<file path="src/rtl/ab_pkg.sv">
// ab_pkg: default sizing for the A/B memory datapath
package ab_pkg;
  localparam int DW      = 8;
  localparam int DEPTH_A = 8;
  localparam int DEPTH_B = 4;
  localparam int AW      = $clog2(DEPTH_A);
  localparam int BW      = $clog2(DEPTH_B);
endpackage

</file>
<file path="src/rtl/ab_mem_datapath_wrap_counter.sv">
// wrap_counter: enable-driven modulo-N counter with sync active-low reset
module wrap_counter #(
  parameter int N = 8,
  parameter int W = (N > 1) ? $clog2(N) : 1
) (
  input  logic         clk,
  input  logic         rst,
  input  logic         en,
  output logic [W-1:0] count
);
  localparam logic [W-1:0] LAST = W'(N - 1);
  always_ff @(posedge clk)
    if (!rst) count <= '0;
    else if (en) count <= (count == LAST) ? '0 : count + 1'b1;
endmodule

</file>
<file path="src/rtl/ab_mem_datapath.sv">
// ab_mem_datapath: serial-load memory A, pairwise max into memory B
module ab_mem_datapath #(
  parameter int DW      = ab_pkg::DW,
  parameter int DEPTH_A = ab_pkg::DEPTH_A,
  parameter int DEPTH_B = ab_pkg::DEPTH_B,
  parameter int AW      = $clog2(DEPTH_A),
  parameter int BW      = $clog2(DEPTH_B)
) (
  input  logic          clk,
  input  logic          rst,
  input  logic          WEA,
  input  logic          IncA,
  input  logic          WEB,
  input  logic          IncB,
  input  logic [DW-1:0] data_in,
  input  logic [BW-1:0] rd_addr_b,
  output logic [DW-1:0] rd_data_b,
  output logic [AW-1:0] addr_a,
  output logic [BW-1:0] addr_b,
  output logic [DW-1:0] pair_max,
  output logic [BW:0]   b_count,
  output logic          b_full
);
  localparam logic [BW:0] B_MAX = (BW+1)'(DEPTH_B);
  logic [DW-1:0] mem_a [DEPTH_A];
  logic [DW-1:0] mem_b [DEPTH_B];
  logic [DW-1:0] r_cur, r_prev;
  logic [BW:0]   b_count_nxt;
  wrap_counter #(.N(DEPTH_A), .W(AW)) u_cnt_a (.clk(clk), .rst(rst), .en(IncA), .count(addr_a));
  wrap_counter #(.N(DEPTH_B), .W(BW)) u_cnt_b (.clk(clk), .rst(rst), .en(IncB), .count(addr_b));
  assign pair_max    = (r_cur >= r_prev) ? r_cur : r_prev;
  assign rd_data_b   = mem_b[rd_addr_b];
  assign b_count_nxt = (WEB && b_count < B_MAX) ? b_count + 1'b1 : b_count;
  // memories are never cleared; only the strobes are gated by reset
  always_ff @(posedge clk) begin
    if (rst && WEA) mem_a[addr_a] <= data_in;
    if (rst && WEB) mem_b[addr_b] <= pair_max;
  end
  always_ff @(posedge clk) begin
    if (!rst) begin
      r_cur   <= '0;
      r_prev  <= '0;
      b_count <= '0;
      b_full  <= 1'b0;
    end else begin
      if (!WEA) begin
        r_cur  <= mem_a[addr_a];
        r_prev <= r_cur;
      end
      b_count <= b_count_nxt;
      b_full  <= (b_count_nxt == B_MAX);
    end
  end
endmodule

</file>
<file path="config.mk">
export PLATFORM = sky130hd
export DESIGN_NAME = ab_mem_datapath
export DESIGN_NICKNAME = d
export VERILOG_FILES = /design/src/rtl/ab_pkg.sv /design/src/rtl/ab_mem_datapath_wrap_counter.sv /design/src/rtl/ab_mem_datapath.sv
export SDC_FILE = /design/constraint.sdc
export NUM_CORES = 1
export LEC_CHECK = 0
export ABC_AREA = 0
export ABC_CLOCK_PERIOD_IN_PS = 2600
export CAP_MARGIN = 0
export CORE_MARGIN = 5
export CORE_UTILIZATION = 50
export DETAILED_ROUTE_END_ITERATION = 7
export GPL_TIMING_DRIVEN = 0
export PLACE_DENSITY = 0.7
export SLEW_MARGIN = 15
export SYNTH_ARGS = -nofsm -noshare
export SYNTH_HDL_FRONTEND = slang
export SYNTH_SLANG_ARGS = --single-unit
</file>
<file path="constraint.sdc">
create_clock -name clk -period 2.6 [get_ports clk]
set_input_delay 0.26 -clock clk [delete_from_list [all_inputs] [get_ports clk]]
set_output_delay 0.26 -clock clk [all_outputs]
set_load 0.01 [all_outputs]
</file>
[Word-level counts from Yosys, hierarchy flattened]
Memories as Yosys holds them, arrays and structs flattened. A register that Yosys moved wholly into a read port is not among the register bits.
Cells that the tools add are included.
Storage, ports and cells
  register bits: 17
  bits in writable memories: 96
  memories kept: 2
  logic and storage cells: 28
  output and inout port bits: 25
Cells by class
  magnitude comparators: 2
  eq/ne operators: 3
  reduce and logical (&&, ||, !) cells: 5
  mux-type cells: 8
  $add $sub $neg: 3
Memory list
  mem_a: words 8, width 8, read ports 1, clocked after memory_dff 1, write ports 1, line ab_mem_datapath.sv:25  | logic [DW-1:0] mem_a [DEPTH_A];
  mem_b: words 4, width 8, read ports 1, clocked after memory_dff 0, write ports 1, line ab_mem_datapath.sv:26  | logic [DW-1:0] mem_b [DEPTH_B];
Operators with widths (number)
  8-bit >= comparator: 1
  8-bit 2-to-1 mux: 1
  3-bit by 1-bit adder with 3-bit output (second input constant): 2
  3-bit == test (second input constant): 2
  3-bit 2-to-1 mux: 2
  1-bit 2-to-1 mux: 4
  1-bit logical AND: 3
  3-bit < comparator (second input constant): 1
  2-bit by 1-bit adder with 2-bit output (second input constant): 1
  2-bit == test (second input constant): 1
  1-bit zero test: 2
  2-bit 2-to-1 mux: 1

[Depth between registers and ports, before layout]
  word-level depth: 4
  mapped depth: 6
  gate-level depth less buffers: 6

[By module]
From an unflattened synthesis, not the netlist that was laid out.
Unflattened totals
  cell total of the unflattened synthesis: 278
  area total of the unflattened synthesis: 4888.4 µm²
By module, submodules not included
  ab_mem_datapath: times used 1, cells each 257, area each 4645.7 µm²
  wrap_counter (u_cnt_a): times used 1, cells each 13, area each 147.6 µm²
  wrap_counter (u_cnt_b): times used 1, cells each 8, area each 95.1 µm²

[Worst setup path after synthesis]
OpenSTA, ideal clock, no wires.
  path type: register -> register
  start point: register r_cur[0], read port of mem_a
  end point: memory mem_b[0][0], data pin
  path buffers: 0
  stages on the path, launching flop included: 7
  required time: 2.324 ns
  arrival time: 2.008 ns
  path slack: 0.316 ns
  cells stage by stage: dfxtp_1 > inv_1 > ha_1 > nand2b_4 > a2111o_1 > a211oi_4 > mux2_2
On the way
  longest elaborated chain between the ends: 2
Ends and longest elaborated chain
  start, declared: line ab_mem_datapath.sv:27  | logic [DW-1:0] r_cur, r_prev;
  8-bit >= comparator: line ab_mem_datapath.sv:31  | assign pair_max = (r_cur >= r_prev) ? r_cur : r_prev;
  8-bit 2-to-1 mux *: line ab_mem_datapath.sv:31
  net pair_max[0]: line ab_mem_datapath.sv:20  | output logic [DW-1:0] pair_max,
  end, declared: line ab_mem_datapath.sv:26
Mark *: on every way through the listed nets, which the timed path passes. The rest lies on a longest branch.

[Final worst setup path]
  start point: register r_cur[0], read port of mem_a
  end point: output port pair_max[4]
On the way
  longest elaborated chain between the ends: 2
Ends and longest elaborated chain (line)
  8-bit >= comparator: ab_mem_datapath.sv:31
  8-bit 2-to-1 mux: ab_mem_datapath.sv:31
  end, declared: ab_mem_datapath.sv:20
No other way between the ends.

==> run metrics <==
ys async rst share 0; total chip power about 0.0051 W; Nets a little over 400; reg2reg path depth 4; post-route minimum period approximately 2.8 ns; Syn Nets roughly 350; Avg WL per Cell 18.84 µm; CP required 2.34 ns; worst hold slack 0.4677 ns; synth warn 0; setup TNS -1.417 ns; Max clock buf depth 2; sequential share of power 0.428; Placer Congestion 0.8064; Placed Area 5578 µm²; later-pin clock latency in the skew report ~0.5 ns; Peak supply drop 0.5631 mV; Worst-Margin Slew 0.9732 ns; Area growth, synth to finish 26.24%; Worst Hold Class input pin to flop; gr ovfl total 0; endpoints failing setup 8; cts bufs inserted 17; Critical Path AT approximately 2.6 ns; Worst slew margin 0.3488; CP startpoint kind flop; status complete, but fails checks; Fmax achieved 355.4 MHz; switching portion of total power 0.2227; Worst setup EP type primary output; Hold Path Sink mem_a[7][5]$_DFFE_PP_; # diodes 0; worst setup path class flop to primary output; number of vias per cell 5.572; die footprint 12110 µm²; Clk pin slew, worst setup/hold paths 0.06 ns; Comb power frac 0.100; most common cell after layout, fill and taps aside edfxtp_1; Worst Hold Path Cells 1; Distinct cells, synth 34; Worst Hold Launch data_in[5]; Max H-tree Level 4; Die Wd 110.1 µm; origin of the worst setup path r_cur[0]$_SDFFE_PN0N_; initial core utilization 0.5122; Post-Layout Inst Area ~6300 µm²; post-synthesis sequential area ratio 0.6758; Final Skew 0.01045 ns; crit-path max FO 5; Post-Route WL around 9900 µm; reg-to-reg slack, setup 0.22 ns; CORE AREA just under 10000 µm²; clk root buf clkbuf_8; predominant post-synthesis flop cell edfxtp_1; failing checks setup timing; Slew Viols, Final 0; Cell Area, Synth 5006 µm²; Yosys reg bits 121; crit share post-route 1.082; initial drt markers 181; final hold viol count 0; first-pass GRT wire length about 16000 µm; DRC 0; Clock power frac 0.472; Final Worst Setup Slack -0.2136 ns; Synth Instances 316; antenna viol nets, final 0; RR Startpoint u_cnt_a.count[2]$_SDFFE_PN0P_; post-synth top area share 0.5759; Power Density 811.2 nW/µm²; largest net degree at the start of global routing 17; CTS tree yes; # IOs a little over 40; vias 2942; layout cells sized above 1 0.2329; largest area contributor in the netlist edfxtp_1; Post-synth EDFFs 96; Leak 2.220 nW; Synth area leaders edfxtp_1, dfxtp_1, mux4_2, mux2i_1, ha_1; initial antenna violation count 0; RSZ-0062 raised after global routing yes; Die Ht approximately 110 µm; Max Cap Viol 0; Site Rows 36; port bufs 38; Pre-antenna DRT Iters 4; GRT Overall Usage 0.1803; vias in the first global route 3009; reg-to-reg endpoint mem_a[1][4]$_DFFE_PP_; Clock Sinks 121; Sw Pwr 0.001142 W; highest-count cells in the layout ignoring fill and taps edfxtp_1, clkdlybuf4s50_1, dfxtp_1, o21ai_0, mux2i_1; post-synthesis area per instance 15.84 µm²; final HPWL from detailed placement 6502 µm; internal power 0.003985 W
[power by group through the flow]
stage                     Clock [W]  Sequential [W]  Combinational [W]
final                       0.00242         0.00220           0.000510
after floorplan                   0         0.00223           0.000267
after global routing        0.00254         0.00220           0.000560
after global placement            0         0.00223           0.000439
after CTS                   0.00244         0.00220           0.000513
after detailed placement          0         0.00224           0.000448
[routing by layer]
metal  GRT usage  wire length [µm]  vias up
li1            -                 -     1359
met1      0.2074              4083     1484
met2      0.3163              5241       79
met3     0.04426               430       20
met4     0.08370               190        0
met5           0                 0        -
[cell families (layout without fill, tap and decap cells)]
family | count (synthesis) | in the layout | share of synthesized area
xor gates and xnor gates | 1 | 1 | 0.001750
DFF | 121 | 121 | 0.6758
muxes | 48 | 48 | 0.1415
AOI/OAI and AO/OA | 52 | 52 | 0.06698
and+or+nand+nor | 48 | 48 | 0.05248
adders and majority gates | 15 | 15 | 0.03749
buffers and inverters | 31 | 110 | 0.02399
[what timing repair did]
item | CTS | global route
gates resized for setup | 55 | 2
hold buffers | 0 | 0
endpoints found under the setup margin | 8 | 24
pin swaps | 3 | 1
setup buffers | 7 | 1
endpoints found under the hold margin | 0 | 0
[cell type report]
class / count / area, µm²
Sequential cell: 121 / 3387
Buffer: 15 / 60.06
Tap cell: 133 / 166.4
Multi-Input combinational cell: 164 / 1560
Fill cell: 712 / 3455
Clock inverter: 13 / 195.2
Timing Repair Buffer: 48 / 473.0
Clock buffer: 18 / 417.9
Inverter: 16 / 60.06
[metrics by stage]
step	util	cells	worst slack [ns]
global placement	0.5681	487	-0.6607
floorplan	-	316	0.3158
detailed placement	0.5707	489	-0.3945
CTS	0.6453	527	-0.2390
global route	0.6466	528	-0.2862
finish	0.6466	528	-0.2136
[cell usage after synthesis, types with 2 or more instances]
library cell / n
a211oi_1: 2
a21oi_1: 7
a31oi_1: 6
and2_1: 2
and3_1: 4
buf_1: 2
buf_2: 3
clkbuf_1: 10
dfxtp_1: 25
edfxtp_1: 96
ha_1: 15
inv_1: 15
mux2_2: 12
mux2i_1: 19
mux4_2: 17
nand2_1: 5
nand3_1: 5
nand4_1: 2
nor2_1: 9
nor2b_1: 16
nor3_1: 3
o211ai_1: 9
o21ai_0: 21
[critical path: stages, from the launching register on]
cell and delay (ns):
dfxtp_2 0.34, inv_2 0.05, ha_4 0.20, nand2b_4 0.14, a2111o_1 0.40, a211oi_4 0.27, buf_6 0.18, mux2_4 0.34
buf_6 0.13
[worst max path at each step]
stage / endpoint
2_1_floorplan: mem_b[0][0]$_DFFE_PP_
3_3_place_gp: mem_a[6][2]$_DFFE_PP_
3_5_place_dp: pair_max[1]
4_1_cts: pair_max[4]
5_1_grt: pair_max[4]
6_report: pair_max[4]
[flip-flops by register name (all words and copies together) (netlist names)]
name,cells
b_full,1
mem_a,64
b_count,3
r_prev,8
r_cur,8
u_cnt_b.count,2
mem_b,32
u_cnt_a.count,3
(Power assumes the default switching activity.)
